<file path="src/rtl/bus_pkg.sv">
// Shared definitions for the shared-bus controller: widths, slave-index field,
// controller state encoding and small decode helpers.
package bus_pkg;

  localparam int BUS_ADDR_W   = 30;
  localparam int BUS_DATA_W   = 32;
  localparam int BUS_N_MASTER = 4;
  localparam int BUS_N_SLAVE  = 8;
  localparam int BUS_SIDX_HI  = 29;
  localparam int BUS_SIDX_LO  = 27;
  localparam int BUS_SIDX_W   = 3;
  localparam int BUS_WDOG_W   = 8;
  localparam int BUS_TIMEOUT  = 255;

  typedef enum logic [1:0] {
    ST_IDLE   = 2'd0,
    ST_GRANT  = 2'd1,
    ST_ACCESS = 2'd2
  } bus_state_e;

  // One-hot slave select from a slave index.
  function automatic logic [BUS_N_SLAVE-1:0] slave_onehot(input logic [BUS_SIDX_W-1:0] idx);
    slave_onehot = {{(BUS_N_SLAVE-1){1'b0}}, 1'b1} << idx;
  endfunction

  // Binary index of a one-hot master grant (zero when no grant).
  function automatic logic [1:0] master_index(input logic [BUS_N_MASTER-1:0] oh);
    case (oh)
      4'b0001: master_index = 2'd0;
      4'b0010: master_index = 2'd1;
      4'b0100: master_index = 2'd2;
      4'b1000: master_index = 2'd3;
      default: master_index = 2'd0;
    endcase
  endfunction

endpackage

</file>
<file path="src/rtl/bus_arbiter.sv">
// Four-way round-robin arbiter: picks the first requester at or above the
// pointer (wrapping) and returns it as a one-hot grant.
module bus_arbiter
  import bus_pkg::*;
(
  input  logic [BUS_N_MASTER-1:0] req,
  input  logic [1:0]              ptr,
  output logic [BUS_N_MASTER-1:0] grant
);

  logic       found_s;
  logic [1:0] idx_s;

  // Search upward from the pointer and grant the first active request.
  always_comb begin
    grant   = {BUS_N_MASTER{1'b0}};
    found_s = 1'b0;
    idx_s   = 2'd0;
    for (int i = 0; i < BUS_N_MASTER; i++) begin
      idx_s = ptr + 2'(i);
      if (!found_s && req[idx_s]) begin
        grant[idx_s] = 1'b1;
        found_s      = 1'b1;
      end else begin
        found_s = found_s;
      end
    end
  end

endmodule

</file>
<file path="src/rtl/bus_ctrl.sv">
// Shared-bus controller: round-robin master arbitration, slave decode on the
// address slave-index field, master/slave muxing and a watchdog that completes
// an unanswered access with bus_err so no master can hang.
module bus_ctrl
  import bus_pkg::*;
#(
  parameter int ADDR_W   = BUS_ADDR_W,
  parameter int DATA_W   = BUS_DATA_W,
  parameter int N_MASTER = BUS_N_MASTER,
  parameter int TIMEOUT  = BUS_TIMEOUT
) (
  input  logic                         clk,
  input  logic                         rst,
  input  logic [N_MASTER-1:0]          m_req,
  input  logic [N_MASTER-1:0]          m_as,
  input  logic [N_MASTER-1:0]          m_rw,
  input  logic [N_MASTER*ADDR_W-1:0]   m_addr,
  input  logic [N_MASTER*DATA_W-1:0]   m_wr_data,
  output logic [N_MASTER-1:0]          m_grnt,
  output logic                         m_rdy,
  output logic [DATA_W-1:0]            m_rd_data,
  output logic                         bus_err,
  output logic [BUS_N_SLAVE-1:0]       s_cs,
  output logic                         s_as,
  output logic                         s_rw,
  output logic [ADDR_W-1:0]            s_addr,
  output logic [DATA_W-1:0]            s_wr_data,
  input  logic [BUS_N_SLAVE*DATA_W-1:0] s_rd_data,
  input  logic [BUS_N_SLAVE-1:0]       s_rdy
);

  bus_state_e              state_q, state_d;
  logic [N_MASTER-1:0]     grnt_q, grnt_d;
  logic [1:0]              rr_ptr_q, rr_ptr_d;
  logic [BUS_WDOG_W-1:0]   wdog_q, wdog_d;
  logic [BUS_SIDX_W-1:0]   sel_q, sel_d;

  logic [N_MASTER-1:0]     arb_grant_s;
  logic                    has_grnt_s;
  logic [1:0]              owner_s;
  logic                    owner_req_s;
  logic                    owner_as_s;
  logic                    owner_rw_s;
  logic [ADDR_W-1:0]       owner_addr_s;
  logic [DATA_W-1:0]       owner_wr_data_s;
  logic                    sel_rdy_s;
  logic [DATA_W-1:0]       sel_rd_data_s;
  logic                    timeout_s;

  bus_arbiter u_arbiter (
    .req   (m_req),
    .ptr   (rr_ptr_q),
    .grant (arb_grant_s)
  );

  assign m_grnt          = grnt_q;
  assign has_grnt_s      = |grnt_q;
  assign owner_s         = master_index(grnt_q);
  assign owner_req_s     = |(m_req & grnt_q);
  assign owner_as_s      = |(m_as & grnt_q);
  assign owner_rw_s      = |(m_rw & grnt_q);
  assign owner_addr_s    = m_addr[owner_s*ADDR_W +: ADDR_W];
  assign owner_wr_data_s = m_wr_data[owner_s*DATA_W +: DATA_W];
  assign sel_rdy_s       = s_rdy[sel_q];
  assign sel_rd_data_s   = s_rd_data[sel_q*DATA_W +: DATA_W];
  // Watchdog counts ACCESS cycles from zero, so TIMEOUT-1 marks the TIMEOUT-th one.
  assign timeout_s       = (wdog_q == BUS_WDOG_W'(TIMEOUT - 1));

  // State, grant, pointer, watchdog and latched slave index registers.
  always_ff @(posedge clk) begin
    if (rst) begin
      state_q  <= ST_IDLE;
      grnt_q   <= {N_MASTER{1'b0}};
      rr_ptr_q <= 2'd0;
      wdog_q   <= {BUS_WDOG_W{1'b0}};
      sel_q    <= {BUS_SIDX_W{1'b0}};
    end else begin
      state_q  <= state_d;
      grnt_q   <= grnt_d;
      rr_ptr_q <= rr_ptr_d;
      wdog_q   <= wdog_d;
      sel_q    <= sel_d;
    end
  end

  // Next-state: arbitration in IDLE, strobe/abandon/release in GRANT,
  // completion or watchdog expiry in ACCESS.
  always_comb begin
    state_d  = state_q;
    grnt_d   = grnt_q;
    rr_ptr_d = rr_ptr_q;
    wdog_d   = wdog_q;
    sel_d    = sel_q;
    case (state_q)
      ST_IDLE: begin
        if (|m_req) begin
          grnt_d  = arb_grant_s;
          state_d = ST_GRANT;
        end else begin
          grnt_d  = {N_MASTER{1'b0}};
        end
      end
      ST_GRANT: begin
        if (!owner_req_s) begin
          // Owner released (or abandoned): the next search starts past it.
          grnt_d   = {N_MASTER{1'b0}};
          rr_ptr_d = owner_s + 2'd1;
          state_d  = ST_IDLE;
        end else if (owner_as_s) begin
          sel_d   = owner_addr_s[BUS_SIDX_HI:BUS_SIDX_LO];
          wdog_d  = {BUS_WDOG_W{1'b0}};
          state_d = ST_ACCESS;
        end else begin
          state_d = ST_GRANT;
        end
      end
      ST_ACCESS: begin
        if (sel_rdy_s || timeout_s) begin
          wdog_d  = {BUS_WDOG_W{1'b0}};
          state_d = ST_GRANT;
        end else begin
          wdog_d  = wdog_q + {{(BUS_WDOG_W-1){1'b0}}, 1'b1};
        end
      end
      default: begin
        grnt_d  = {N_MASTER{1'b0}};
        state_d = ST_IDLE;
      end
    endcase
  end

  // Outputs: owner signals forwarded to the slaves, slave select, and the
  // response mux; a real s_rdy always takes precedence over the watchdog.
  always_comb begin
    m_rdy     = 1'b0;
    m_rd_data = {DATA_W{1'b0}};
    bus_err   = 1'b0;
    s_cs      = {BUS_N_SLAVE{1'b0}};
    s_as      = 1'b0;
    s_rw      = 1'b0;
    s_addr    = {ADDR_W{1'b0}};
    s_wr_data = {DATA_W{1'b0}};
    if (has_grnt_s) begin
      s_as      = owner_as_s;
      s_rw      = owner_rw_s;
      s_addr    = owner_addr_s;
      s_wr_data = owner_wr_data_s;
    end else begin
      s_as      = 1'b0;
    end
    case (state_q)
      ST_IDLE: begin
        s_cs = {BUS_N_SLAVE{1'b0}};
      end
      ST_GRANT: begin
        // Live decode so a combinational slave sees cs together with as.
        s_cs = slave_onehot(owner_addr_s[BUS_SIDX_HI:BUS_SIDX_LO]);
      end
      ST_ACCESS: begin
        s_cs = slave_onehot(sel_q);
        if (sel_rdy_s) begin
          m_rdy     = 1'b1;
          m_rd_data = owner_rw_s ? {DATA_W{1'b0}} : sel_rd_data_s;
        end else if (timeout_s) begin
          m_rdy   = 1'b1;
          bus_err = 1'b1;
        end else begin
          m_rdy   = 1'b0;
        end
      end
      default: begin
        s_cs = {BUS_N_SLAVE{1'b0}};
      end
    endcase
  end

endmodule

</file>
<file path="config.mk">
export PLATFORM = sky130hd
export DESIGN_NAME = bus_ctrl
export DESIGN_NICKNAME = d
export VERILOG_FILES = /design/src/rtl/bus_pkg.sv /design/src/rtl/bus_arbiter.sv /design/src/rtl/bus_ctrl.sv
export SDC_FILE = /design/constraint.sdc
export NUM_CORES = 1
export LEC_CHECK = 0
export ABC_AREA = 0
export CORE_AREA = 2 2 250 252
export DETAILED_ROUTE_END_ITERATION = 6
export DIE_AREA = 0 0 252 254
export HOLD_SLACK_MARGIN = 0.03
export MAX_ROUTING_LAYER = met4
export PLACE_DENSITY_LB_ADDON = 0.1
export SLEW_MARGIN = 20
export SYNTH_ARGS = -nofsm -noshare
export SYNTH_HDL_FRONTEND = slang
export SYNTH_SLANG_ARGS = --single-unit
</file>
<file path="constraint.sdc">
create_clock -name clk -period 3 [get_ports clk]
set_clock_uncertainty 0.1 [all_clocks]
set_input_delay 0.6 -clock clk [delete_from_list [all_inputs] [get_ports clk]]
set_output_delay 0.6 -clock clk [all_outputs]
set_load 0.01 [all_outputs]
</file>
==> flow_summary.yaml, run 1 <==
outcome:
  outcome: "finished with violations"
  violations: "setup timing"
detailed_routing:
  ant_nets: 0
  routed_wl_um: 50800
  first_iter_violations: 320
  drc: 0
  dr.pass1.iters: 5
  avgViaCountPerCell: 3.952
  wire_per_inst_um: 23.27
  via_count: 8627
floorplan:
  start_util: 0.09377
  die_y_um: 254
  core_um2: 61260
  rows: 91
  die-area_um2: 64010
  die_w_um: 252
  io_pins: 636
power:
  irDropWorstVdd_uv: 182.0
  power.leakage_nw: 5.775
  power_density_nw_per_um2: 254.0
layout:
  most-common-layout-cells: "clkdlybuf4s50_1, nor2_1, buf_4"
  drive_above_1_share: 0.3251
  areaGrowthSynthToFinish_pct: 160.6
  fill_cells: 6767
  nets: 1918
  layout_commonest_cell: "clkdlybuf4s50_1"
  ff_latch_area_um2: 401.6
  post-route-util: 0.2444
  multiInputGateArea_um2: 5533
  postLayoutCellArea_um2: 14970
synth:
  yosysTopAreaCell: "mux4_2"
  synth-seq-cells: 19
  synth.area.top_cells: "mux4_2, mux2i_1, o22a_1, a211oi_1, nor2_1"
  synth_cells: 652
  yosysUniqueCellTypes: 59
  synth_edf_count: 0
  syn_avg_cell_area_um2: 8.810
  ys.flop_type: "dfxtp_1"
  ys_seq_area_frac: 0.06622
  yosys_warnings: 0
  synth_top_cell_area_share: 0.2666
  synthArstFlopShare: 0
  syn_nets: 1191
  synth_area_um2: 5744
clocking:
  cts_buffers: 3
  worstSkewPairLatency_ns: 0.25
  hold_buffers: 0
  root_buffer: "clkbuf_16"
  htree_levels: 1
  cts_buffer_depth: 2
  path_clk_slew_ns: 0.06
  cts_tree: "yes"
  cts_num_sinks: 19
critical_path:
  end_kind: "output pin"
  path_buf_inv: 6
  path_cells: "buf_12 > xnor2_4 > nor3_4 > buf_12 > buf_6 > a311o_2 > buf_6 > o211ai_1 > buf_4 > nor2_2 > buf_2"
  worstSetupStartpointType: "flop"
  critPathKind: "flop to output pin"
  arrival_ns: 2.35
  crit_required_ns: 2.30
  r2r_slack_ns: 0.58
  critPathMaxStageDelay_ns: 0.46
  cp_max_fo: 4
  cpLargestDelayFamily: "buffers and inverters"
  slowest_stage: "a311o_2"
grt:
  grt_pass1_vias: 9175
  grt_max_degree: 59
  overflow: 0
  grt_usage: 0.1515
  antenna_found_initial: 14
  grt_pass1_wl_um: 68040
placed_design:
  gp_congestion: 0.8034
  dp_hpwl_um: 42020
  post_dp_cell_area_um2: 13850
  port_buffers: 635
timing:
  slew_violations: 0
  tightest_slew_ns: 0.5241
  finalWorstSetupSlack_ns: -0.05343
  fin_crit_ns: 3.053
  max_freq_mhz: 327.5
  timing.final.crit_share: 1.018
  maxSlewHeadroom: 0.6485
  hold_viol_final: 0
  rsz0062_at_grt: "yes"
  setup_viol: 5
flow_run:
  drv_cap: 0
hold_path:
  hold_path_class: "flop to flop"
-- repair_timing --
item                       in CTS  in global routing
resized for setup             473                113
gates cloned                    9                  2
buffers inserted               37                 15
pin swaps                      43                 43
setup endpoints to repair     104                 91
-- Yosys cell counts (9+ instances only) --
master	instances
buf_2	23
a21oi_1	9
mux2i_1	91
nor2_1	119
clkbuf_1	41
o22a_1	59
inv_1	10
dfxtp_1	19
a211oi_1	61
mux4_2	68
nand2_1	22
ha_1	13
-- report_power, final --
| group | switching [mW] | total (mW) | internal [mW] |
|---|---|---|---|
| logic | 1.40 | 3.24 | 1.84 |
| clock network | 0.104 | 0.283 | 0.179 |
| registers | 0.0169 | 0.280 | 0.263 |
-- cell type report --
class                           instances  area share
Antenna cell                           15    0.002508
Clock buffer                            3    0.005015
Clock inverter                          1   0.0003344
Inverter                               10    0.002508
Multi-Input combinational cell        548      0.3696
Sequential cell                        19     0.02683
Tap cell                              790     0.06604
Timing Repair Buffer                  797      0.5271
-- worst min-delay path, stage by stage, from the launching register on --
cell	delay (ns)
dfxtp_1	0.34
nand2_1	0.07
a21oi_1	0.06
-- per-stage QoR --
step	cells	hold slack (ns)	setup slack, ns	total power, mW	TNS (ns)
after floorplan	652	0.3592	0.3724	1.331	0
after global placement	2107	0.3938	-0.8789	3.212	-33.54
after detailed placement	2107	0.3977	-0.8680	3.211	-33.66
after CTS	2155	0.4065	-0.1714	3.747	-1.446
after global routing	2182	0.4443	-0.1292	4.051	-1.316
final	2183	0.4118	-0.05343	3.803	-0.2379
-- sequential cells by signal (all words and copies together) (netlist names) --
signal and count:
m_grnt 4, sel_q 3, state_q 2, wdog_q 8
rr_ptr_q 2
-- cell families (layout without fill, tap and decap cells) --
kind of cell / count (synthesis) / in the layout / synth area share
multiplexers: 161 / 161 / 0.4291
other: 0 / 15 / 0
buffers and inverters: 85 / 811 / 0.06230
AND/OR/NAND/NOR: 185 / 185 / 0.1505
adder cells (fa/ha/maj): 13 / 13 / 0.02832
flip-flops: 19 / 19 / 0.06622
XOR/XNOR: 8 / 8 / 0.01220
AO/OA/AOI/OAI: 181 / 181 / 0.2514
-- metal layers --
metal,vias to the layer above,part of all wire,track usage
li1,4085,-,-
met1,4127,0.37,0.1614
met2,391,0.53,0.2836
met3,24,0.086,0.04476
met4,0,0.013,0.01691
met5,-,0,-
-- final timing paths --
| kind | from | to | depth (start not counted) |
|---|---|---|---|
| max | m_grnt[2]$_SDFFE_PP0P_ | s_cs[3] | 11 |
| min | state_q[0]$_SDFFE_PP0P_ | state_q[0]$_SDFFE_PP0P_ | 2 |
| max reg2reg | m_grnt[2]$_SDFFE_PP0P_ | wdog_q[7]$_SDFFE_PP0P_ | 9 |
| min reg2reg | state_q[0]$_SDFFE_PP0P_ | state_q[0]$_SDFFE_PP0P_ | 2 |
No activity file was read; power rests on OpenSTA's default activity.
==> run 2: changes to the inputs <==
--- a/config.mk
+++ b/config.mk
@@ -6,6 +6,7 @@
 export NUM_CORES = 1
 export LEC_CHECK = 0
 export ABC_AREA = 0
+export ABC_CLOCK_PERIOD_IN_PS = 3000
 export CORE_AREA = 2 2 250 252
 export DETAILED_ROUTE_END_ITERATION = 6
 export DIE_AREA = 0 0 252 254
==> results of run 2 <==
The final DEF is identical to that of run 1; final timing and power are the same.
